==> src/rtl/uart_word_packer.sv <==
// uart_word_packer
//   Collects WORD_BYTES bytes from the UART RX interface into one operand word
//   for the crypter and offers it on a valid/ready handshake. An end-of-
//   transmission marker flushes any partial word (possibly empty), marked last.
//
// Ports
//   clk, rst      system clock, synchronous active-high reset
//   rx_readable   RX interface holds an unread byte/marker (level)
//   eot           pending item is an end-of-transmission marker, not data
//   rx_data       pending byte, stable while rx_readable=1
//   rx_used_tick  one-cycle pulse: pending item consumed
//   word          packed word, stable while word_valid=1
//   word_bytes    number of valid bytes in word
//   word_last     word closes the transmission
//   word_valid    word offered, held until word_ready
//   word_ready    consumer accepts word when word_valid & word_ready
//
// Optional feature
//   PACKER_TIMEOUT_EN: discard a partial word after TIMEOUT_CYCLES idle cycles
//   between bytes. Without the macro a partial word waits indefinitely.

module uart_word_packer #(
  parameter int unsigned WORD_BYTES     = 4,
  parameter int unsigned MSB_FIRST      = 1
`ifdef PACKER_TIMEOUT_EN
  , parameter int unsigned TIMEOUT_CYCLES = 524288
`endif
) (
  input  logic                               clk,
  input  logic                               rst,
  input  logic                               rx_readable,
  input  logic                               eot,
  input  logic [7:0]                         rx_data,
  output logic                               rx_used_tick,
  output logic [8*WORD_BYTES-1:0]            word,
  output logic [$clog2(WORD_BYTES+1)-1:0]    word_bytes,
  output logic                               word_last,
  output logic                               word_valid,
  input  logic                               word_ready
);

  localparam int unsigned W  = 8 * WORD_BYTES;
  localparam int unsigned CW = $clog2(WORD_BYTES + 1);

  typedef enum logic [1:0] {
    S_COLLECT = 2'd0,
    S_ACK     = 2'd1,
    S_GUARD   = 2'd2,
    S_OFFER   = 2'd3
  } state_t;

  state_t          state_q, state_d;
  logic [CW-1:0]   cnt_q, cnt_d;
  logic [W-1:0]    shreg_q, shreg_d;
  logic            eot_seen_q, eot_seen_d;
  logic [W-1:0]    word_d;
  logic [CW-1:0]   word_bytes_d;
  logic            word_last_d;
  logic            word_valid_d;
  logic            rx_used_tick_d;
  logic            word_full_c;
  logic            timeout_hit_c;

  // Low bit position of byte slot i inside the word
  function automatic int unsigned slot_lo(input int unsigned i);
    if (MSB_FIRST != 0) return W - 8 - 8 * i;
    else                return 8 * i;
  endfunction

  assign word_full_c = (cnt_q == CW'(WORD_BYTES));

`ifdef PACKER_TIMEOUT_EN
  localparam int unsigned TW = $clog2(TIMEOUT_CYCLES + 1);

  logic [TW-1:0] tmo_q;
  logic          tmo_run_c;

  // Idle counter only runs while a partial word waits for its next byte
  assign tmo_run_c     = (state_q == S_COLLECT) && (cnt_q != '0) && !rx_readable;
  assign timeout_hit_c = tmo_run_c && (tmo_q == TW'(TIMEOUT_CYCLES - 1));

  always_ff @(posedge clk) begin
    if (rst) begin
      tmo_q <= '0;
    end else if (tmo_run_c && !timeout_hit_c) begin
      tmo_q <= tmo_q + TW'(1);
    end else begin
      tmo_q <= '0;
    end
  end
`else
  assign timeout_hit_c = 1'b0;
`endif

  // State register
  always_ff @(posedge clk) begin
    if (rst) state_q <= S_COLLECT;
    else     state_q <= state_d;
  end

  // Next-state logic
  always_comb begin
    state_d = state_q;
    unique case (state_q)
      S_COLLECT: if (rx_readable) state_d = S_ACK;
      S_ACK:     state_d = S_GUARD;
      // RX flag is still clearing here, so rx_readable is not looked at
      S_GUARD:   state_d = (eot_seen_q || word_full_c) ? S_OFFER : S_COLLECT;
      S_OFFER:   if (word_ready) state_d = S_COLLECT;
      default:   state_d = S_COLLECT;
    endcase
  end

  // Output and datapath next values
  always_comb begin
    cnt_d          = cnt_q;
    shreg_d        = shreg_q;
    eot_seen_d     = eot_seen_q;
    word_d         = word;
    word_bytes_d   = word_bytes;
    word_last_d    = word_last;
    rx_used_tick_d = (state_d == S_ACK);
    word_valid_d   = (state_d == S_OFFER);

    unique case (state_q)
      S_COLLECT: begin
        if (rx_readable) begin
          eot_seen_d = eot;
          if (!eot) begin
            for (int unsigned i = 0; i < WORD_BYTES; i++) begin
              if (cnt_q == CW'(i)) shreg_d[slot_lo(i) +: 8] = rx_data;
            end
            cnt_d = cnt_q + CW'(1);
          end
        end else if (timeout_hit_c) begin
          cnt_d   = '0;
          shreg_d = '0;
        end
      end
      S_GUARD: begin
        // Unused slots are already zero, so an empty close presents word=0
        if (eot_seen_q || word_full_c) begin
          word_d       = shreg_q;
          word_bytes_d = cnt_q;
          word_last_d  = eot_seen_q;
        end
      end
      S_OFFER: begin
        if (word_ready) begin
          cnt_d      = '0;
          shreg_d    = '0;
          eot_seen_d = 1'b0;
        end
      end
      default: ;
    endcase
  end

  // Datapath and registered outputs
  always_ff @(posedge clk) begin
    if (rst) begin
      cnt_q        <= '0;
      shreg_q      <= '0;
      eot_seen_q   <= 1'b0;
      word         <= '0;
      word_bytes   <= '0;
      word_last    <= 1'b0;
      word_valid   <= 1'b0;
      rx_used_tick <= 1'b0;
    end else begin
      cnt_q        <= cnt_d;
      shreg_q      <= shreg_d;
      eot_seen_q   <= eot_seen_d;
      word         <= word_d;
      word_bytes   <= word_bytes_d;
      word_last    <= word_last_d;
      word_valid   <= word_valid_d;
      rx_used_tick <= rx_used_tick_d;
    end
  end

endmodule

==> config.mk <==
export PLATFORM = sky130hd
export DESIGN_NAME = uart_word_packer
export DESIGN_NICKNAME = d
export VERILOG_FILES = /design/src/rtl/uart_word_packer.sv
export SDC_FILE = /design/constraint.sdc
export NUM_CORES = 1
export LEC_CHECK = 0
export CAP_MARGIN = 20
export CORE_MARGIN = 8
export CORE_UTILIZATION = 50
export CTS_BUF_LIST = sky130_fd_sc_hd__clkbuf_4
export DETAILED_ROUTE_END_ITERATION = 8
export PLACE_DENSITY = 0.81
export SLEW_MARGIN = 10
export SYNTH_ARGS = -nofsm -noshare
export SYNTH_HDL_FRONTEND = slang
export SYNTH_SLANG_ARGS = --single-unit
==> constraint.sdc <==
create_clock -name clk -period 2.01 [get_ports clk]
set_clock_uncertainty 0.1 [all_clocks]
set_input_delay 0.402 -clock clk [delete_from_list [all_inputs] [get_ports clk]]
set_output_delay 0.402 -clock clk [all_outputs]
set_load 0.01 [all_outputs]
After elaboration in Yosys (flattened, before gate mapping):

Index checks and enable logic that the tools add are counted.

* register bits: 76
* input port bits: 13
* output and inout port bits: 38

* add/subtract/negate cells: 5
* equal/unequal tests: 12
* shift-type cells: 8
* mux-type cells: 48
* reduce and logical (&&, ||, !) cells: 7

Operators by type and width (number)
* two-way mux 32 bit: 32
* negator 32 -> 34 bit: 4
* variable shift 8 x 34 -> 32 bit (first input constant): 4
* indexed part select 8 x 34 -> 32 bit: 4
* bitwise mux 32 bit: 4
* one-hot mux 32 bit (2 select lines): 1
* two-way mux 3 bit: 3
* one-hot mux 2 bit (4 select lines): 1
* == test 2 bit (second input constant): 3
* == test 3 x 2 -> 1 bit (second input constant): 2
* two-way mux 2 bit: 3
* inequality test 2 bit (second input constant): 3
* one-hot mux 3 bit (2 select lines): 1
* == test 2 x 1 -> 1 bit (second input constant): 2
* AND reduction 4 bit: 1
* adder 3 x 1 -> 3 bit (second input constant): 1
* == test 3 x 1 -> 1 bit (second input constant): 1
* == test 3 bit (second input constant): 1
* zero test 3 bit: 1
* AND reduction 3 bit: 1
* zero test 2 bit: 1
* two-way mux 1 bit: 2
* one-hot mux 1 bit (2 select lines): 1
* AND reduction 2 bit: 1
* other kinds (2): 2

Longest topological paths before layout:

* depth in word-level cells: 27
* gate-level depth with buffers: 7
* gate-level depth less buffers: 5

Worst setup path after synthesis:

Ideal clock, no wire load.

* kind: flip-flop to flip-flop
* from: reg cnt_q[0]
* to: reg word[27]
* library setup time: 0.070 ns
* data arrival time: 1.470 ns
* path slack: 0.370 ns
* stages on the path, launching flop included: 7
* cells stage by stage: dfxtp_1 > inv_1 > ha_1 > a21oi_1 > clkbuf_1 > o21ai_0 > a21oi_1

* word-level cells in the longest chain between the ends: 3

Ends and longest elaborated chain
* start: declaration: line 53 `logic [CW-1:0] cnt_q, cnt_d;`
* start signal: assignment: line 171 `cnt_q <= cnt_d;`
* == test 3 bit: line 70 `assign word_full_c = (cnt_q == CW'(WORD_BYTES));`
* logical OR 1 bit: line 142 `if (eot_seen_q || word_full_c) begin`
* AND reduction 2 bit (no source line)
* end signal: assignment: line 174 `word <= word_d;`
* end: declaration: line 35 `output logic [8*WORD_BYTES-1:0] word,`

No other way between the ends.
A chain may end at the register's enable or synchronous reset.

Final worst setup path:

* from: reg word[28]
* to: out word[28]

No word-level cell between the ends.

==> results.yml <==
run_status:
  status: "complete, no violations"
placement:
  gp_congestion: 0.8527
  pre_cts_ws_ns: -0.1675
  dp_hpwl_mm: 5.386
  portBuffers: 50
cells_and_area:
  areaGrowthSynthToFinish_pct: 26.15
  seqCellArea_sq_um: 1521
  drive_gt1_frac: 0.1114
  finish.net_count: 417
  fill_cells: 475
  antenna_cells: 0
  multiInputGateArea_sq_um: 1309
setup_path:
  cp-start-kind: "flip-flop"
  reg2reg_slack_ns: 0.18
  end_kind: "output port"
  startpoint: "word[28]"
  worstPathRequired_ns: 1.51
  worstSetupEndpoint: "word[28]"
  worst-r2r-cell-count: 6
  path_delay_family: "buffers and inverters"
  crit_buf_inv: 1
  cp.depth: 1
  crit_type: "reg -> out"
  r2r-end: "word[30]"
  critical-path-slowest-cell: "clkdlybuf4s50_1"
  max_stage_delay_ns: 0.58
  cp_cell_sequence: "clkdlybuf4s50_1"
  cp_max_fo: 2
  critical_path.reg2reg.startpoint: "cnt_q[0]"
  arrival_ns: 1.35
detailed_routing:
  wirelength_mm: 7.768
  vias_per_cell: 5.868
  dr.pass1.iters: 6
  vias: 2811
  ant_nets: 0
  route.detailed.drc: 0
  routedWlPerCell_um: 16.22
  drt_iter0_drc: 255
grt:
  grt_overflow: 0
  antenna_found_initial: 0
  use_met2: 0.2914
  grtUsageTotal: 0.1763
  grtUsageMet3: 0.04762
  grt_first_pass_wirelength_mm: 12.53
  grt_max_degree: 35
  grt_util_met1: 0.2076
  grt_pass1_vias: 2708
  top_usage_layer: "met2"
clock_tree:
  cts_resized: 0
  root_buffer: "clkbuf_4"
  path_clk_slew_ns: 0.11
  max-clock-path-buffers: 2
  cts_buffers: 9
  postCtsHoldBufs: 0
  cts_setup_buffers: 0
  h-tree-depth: 3
  clkLatencyLatePin_ns: 0.42
  clock_sinks: 76
  cts_tree: "yes"
sta:
  fin_ws_ns: 0.1572
  setup_viol: 0
  maxSlewViolCount: 0
  relSlewSlack: 0.6323
  holdWs_ns: 0.3501
  fmax_ghz: 0.5397
  rsz0062_at_grt: "false"
  worst_slew_pin_slew_ns: 0.5515
  fin_crit_sh: 0.9218
  period_needed_ns: 1.853
  finalHoldViolCount: 0
logic_synthesis:
  synth_top_area_share: 0.4945
  synthTopCellsByArea: "dfxtp_1, nand3_1, a21oi_1"
  netlist_area_sq_um: 3077
  syn_nets: 363
  synth_largest_area_cell: "dfxtp_1"
  ys_seq_area_frac: 0.4945
  syn_area_per_cell_sq_um: 8.918
  yosys_warnings: 0
  ys_types: 29
  synth_seq_cells: 76
  netlist_instances: 345
job:
  maxCapViolCount: 0
power:
  ir_drop_mv: 0.5495
  p_leak_nw: 1.267
  power_density_nw_per_um2: 753.4
floorplanning:
  start_util: 0.5197
  fp-row-count: 28
  die-area_sq_um: 8920
  die_w_um: 94.45
  io_pins: 51
  die_h_um: 94.45
  core_sq_um: 5921
min_path:
  hp-class: "in -> reg"
per-stage QoR:
| step | area (sq um) | TNS [ns] | util | cells | power [mW] |
|---|---|---|---|---|---|
| 2_1_floorplan | 3077 | 0 | - | 345 | 1.715 |
| 3_3_place_gp | 3709 | -2.457 | 0.6264 | 463 | 1.804 |
| 3_5_place_dp | 3709 | -3.567 | 0.6264 | 463 | 1.812 |
| 4_1_cts | 3881 | 0 | 0.6555 | 479 | 2.921 |
| 5_1_grt | 3881 | 0 | 0.6555 | 479 | 3.004 |
| 6_report | 3881 | 0 | 0.6555 | 479 | 2.924 |
logic make-up after synthesis:
kind of cell	synth area share
mux	0.003253
flops	0.4945
fa+ha+maj	0.02033
compound gates	0.2582
buf+inv	0.08215
simple gates	0.1415
metal layers:
| metal | up-vias | part of all wire |
|---|---|---|
| met1 | 1335 | 0.43 |
| li1 | 1350 | - |
| met2 | 107 | 0.48 |
| met5 | - | 0 |
| met4 | 0 | 0.022 |
| met3 | 19 | 0.074 |
state kept, by name (all words and copies together), names as in the netlist:
register and cells:
cnt_q 3, eot_seen_q 1, word_last 1, state_q 2, word_valid 1, rx_used_tick 1
word_bytes 3, word 32, shreg_q 32
cell usage after synthesis:
library cell,count
dfxtp_1,76
nand3_1,50
a21oi_1,49
o21ai_0,34
inv_1,29
o32ai_1,24
clkbuf_1,16
nand2b_1,12
buf_2,10
o211ai_1,9
ha_1,5
nand2_1,4
nor2_1,4
a22oi_4,3
buf_1,3
buf_6,2
nand3b_1,2
nor2b_1,2
a21o_1,1
a22oi_1,1
a311oi_1,1
mux2i_1,1
nor3b_1,1
nor4b_2,1
o22ai_1,1
o31ai_1,1
or2b_1,1
or3b_2,1
or4b_4,1
worst min path at each step:
stage,start,to,slack (ns),cells after the start
global placement,word_bytes[2],word_bytes[2],0.34,2
global route,rst,rx_used_tick,0.37,2
detailed placement,word_bytes[2],word_bytes[2],0.35,2
finish,rst,rx_used_tick,0.35,2
CTS,rst,rx_used_tick,0.34,2
floorplan,shreg_q[10],word[10],0.34,2
cell usage in the layout, fill, tap and decap left out, drive strengths merged, types with 9 or more instances in the layout:
| cell | count |
|---|---|
| o32ai | 24 |
| nand2b | 12 |
| o211ai | 9 |
| buf | 25 |
| inv | 29 |
| dfxtp | 76 |
| o21ai | 34 |
| nand3 | 50 |
| clkbuf | 9 |
| clkdlybuf4s50 | 49 |
| a21oi | 49 |
layout make-up:
class                      instances  share of cell area
sequential                        76              0.3920
tap                               75             0.02418
multi-input combinational        209              0.3372
timing repair buffer              74              0.1741
clock buffer                       9             0.01741
clock inverter                     7             0.02708
inverter                          29             0.02805
report_power, final:
part / total (mW) / switching, mW / internal, mW
registers: 1.54 / 0.0179 / 1.52
clock network: 1.14 / 0.527 / 0.614
logic: 0.240 / 0.149 / 0.0912
Note: power is estimated with default switching activity, not from simulation.
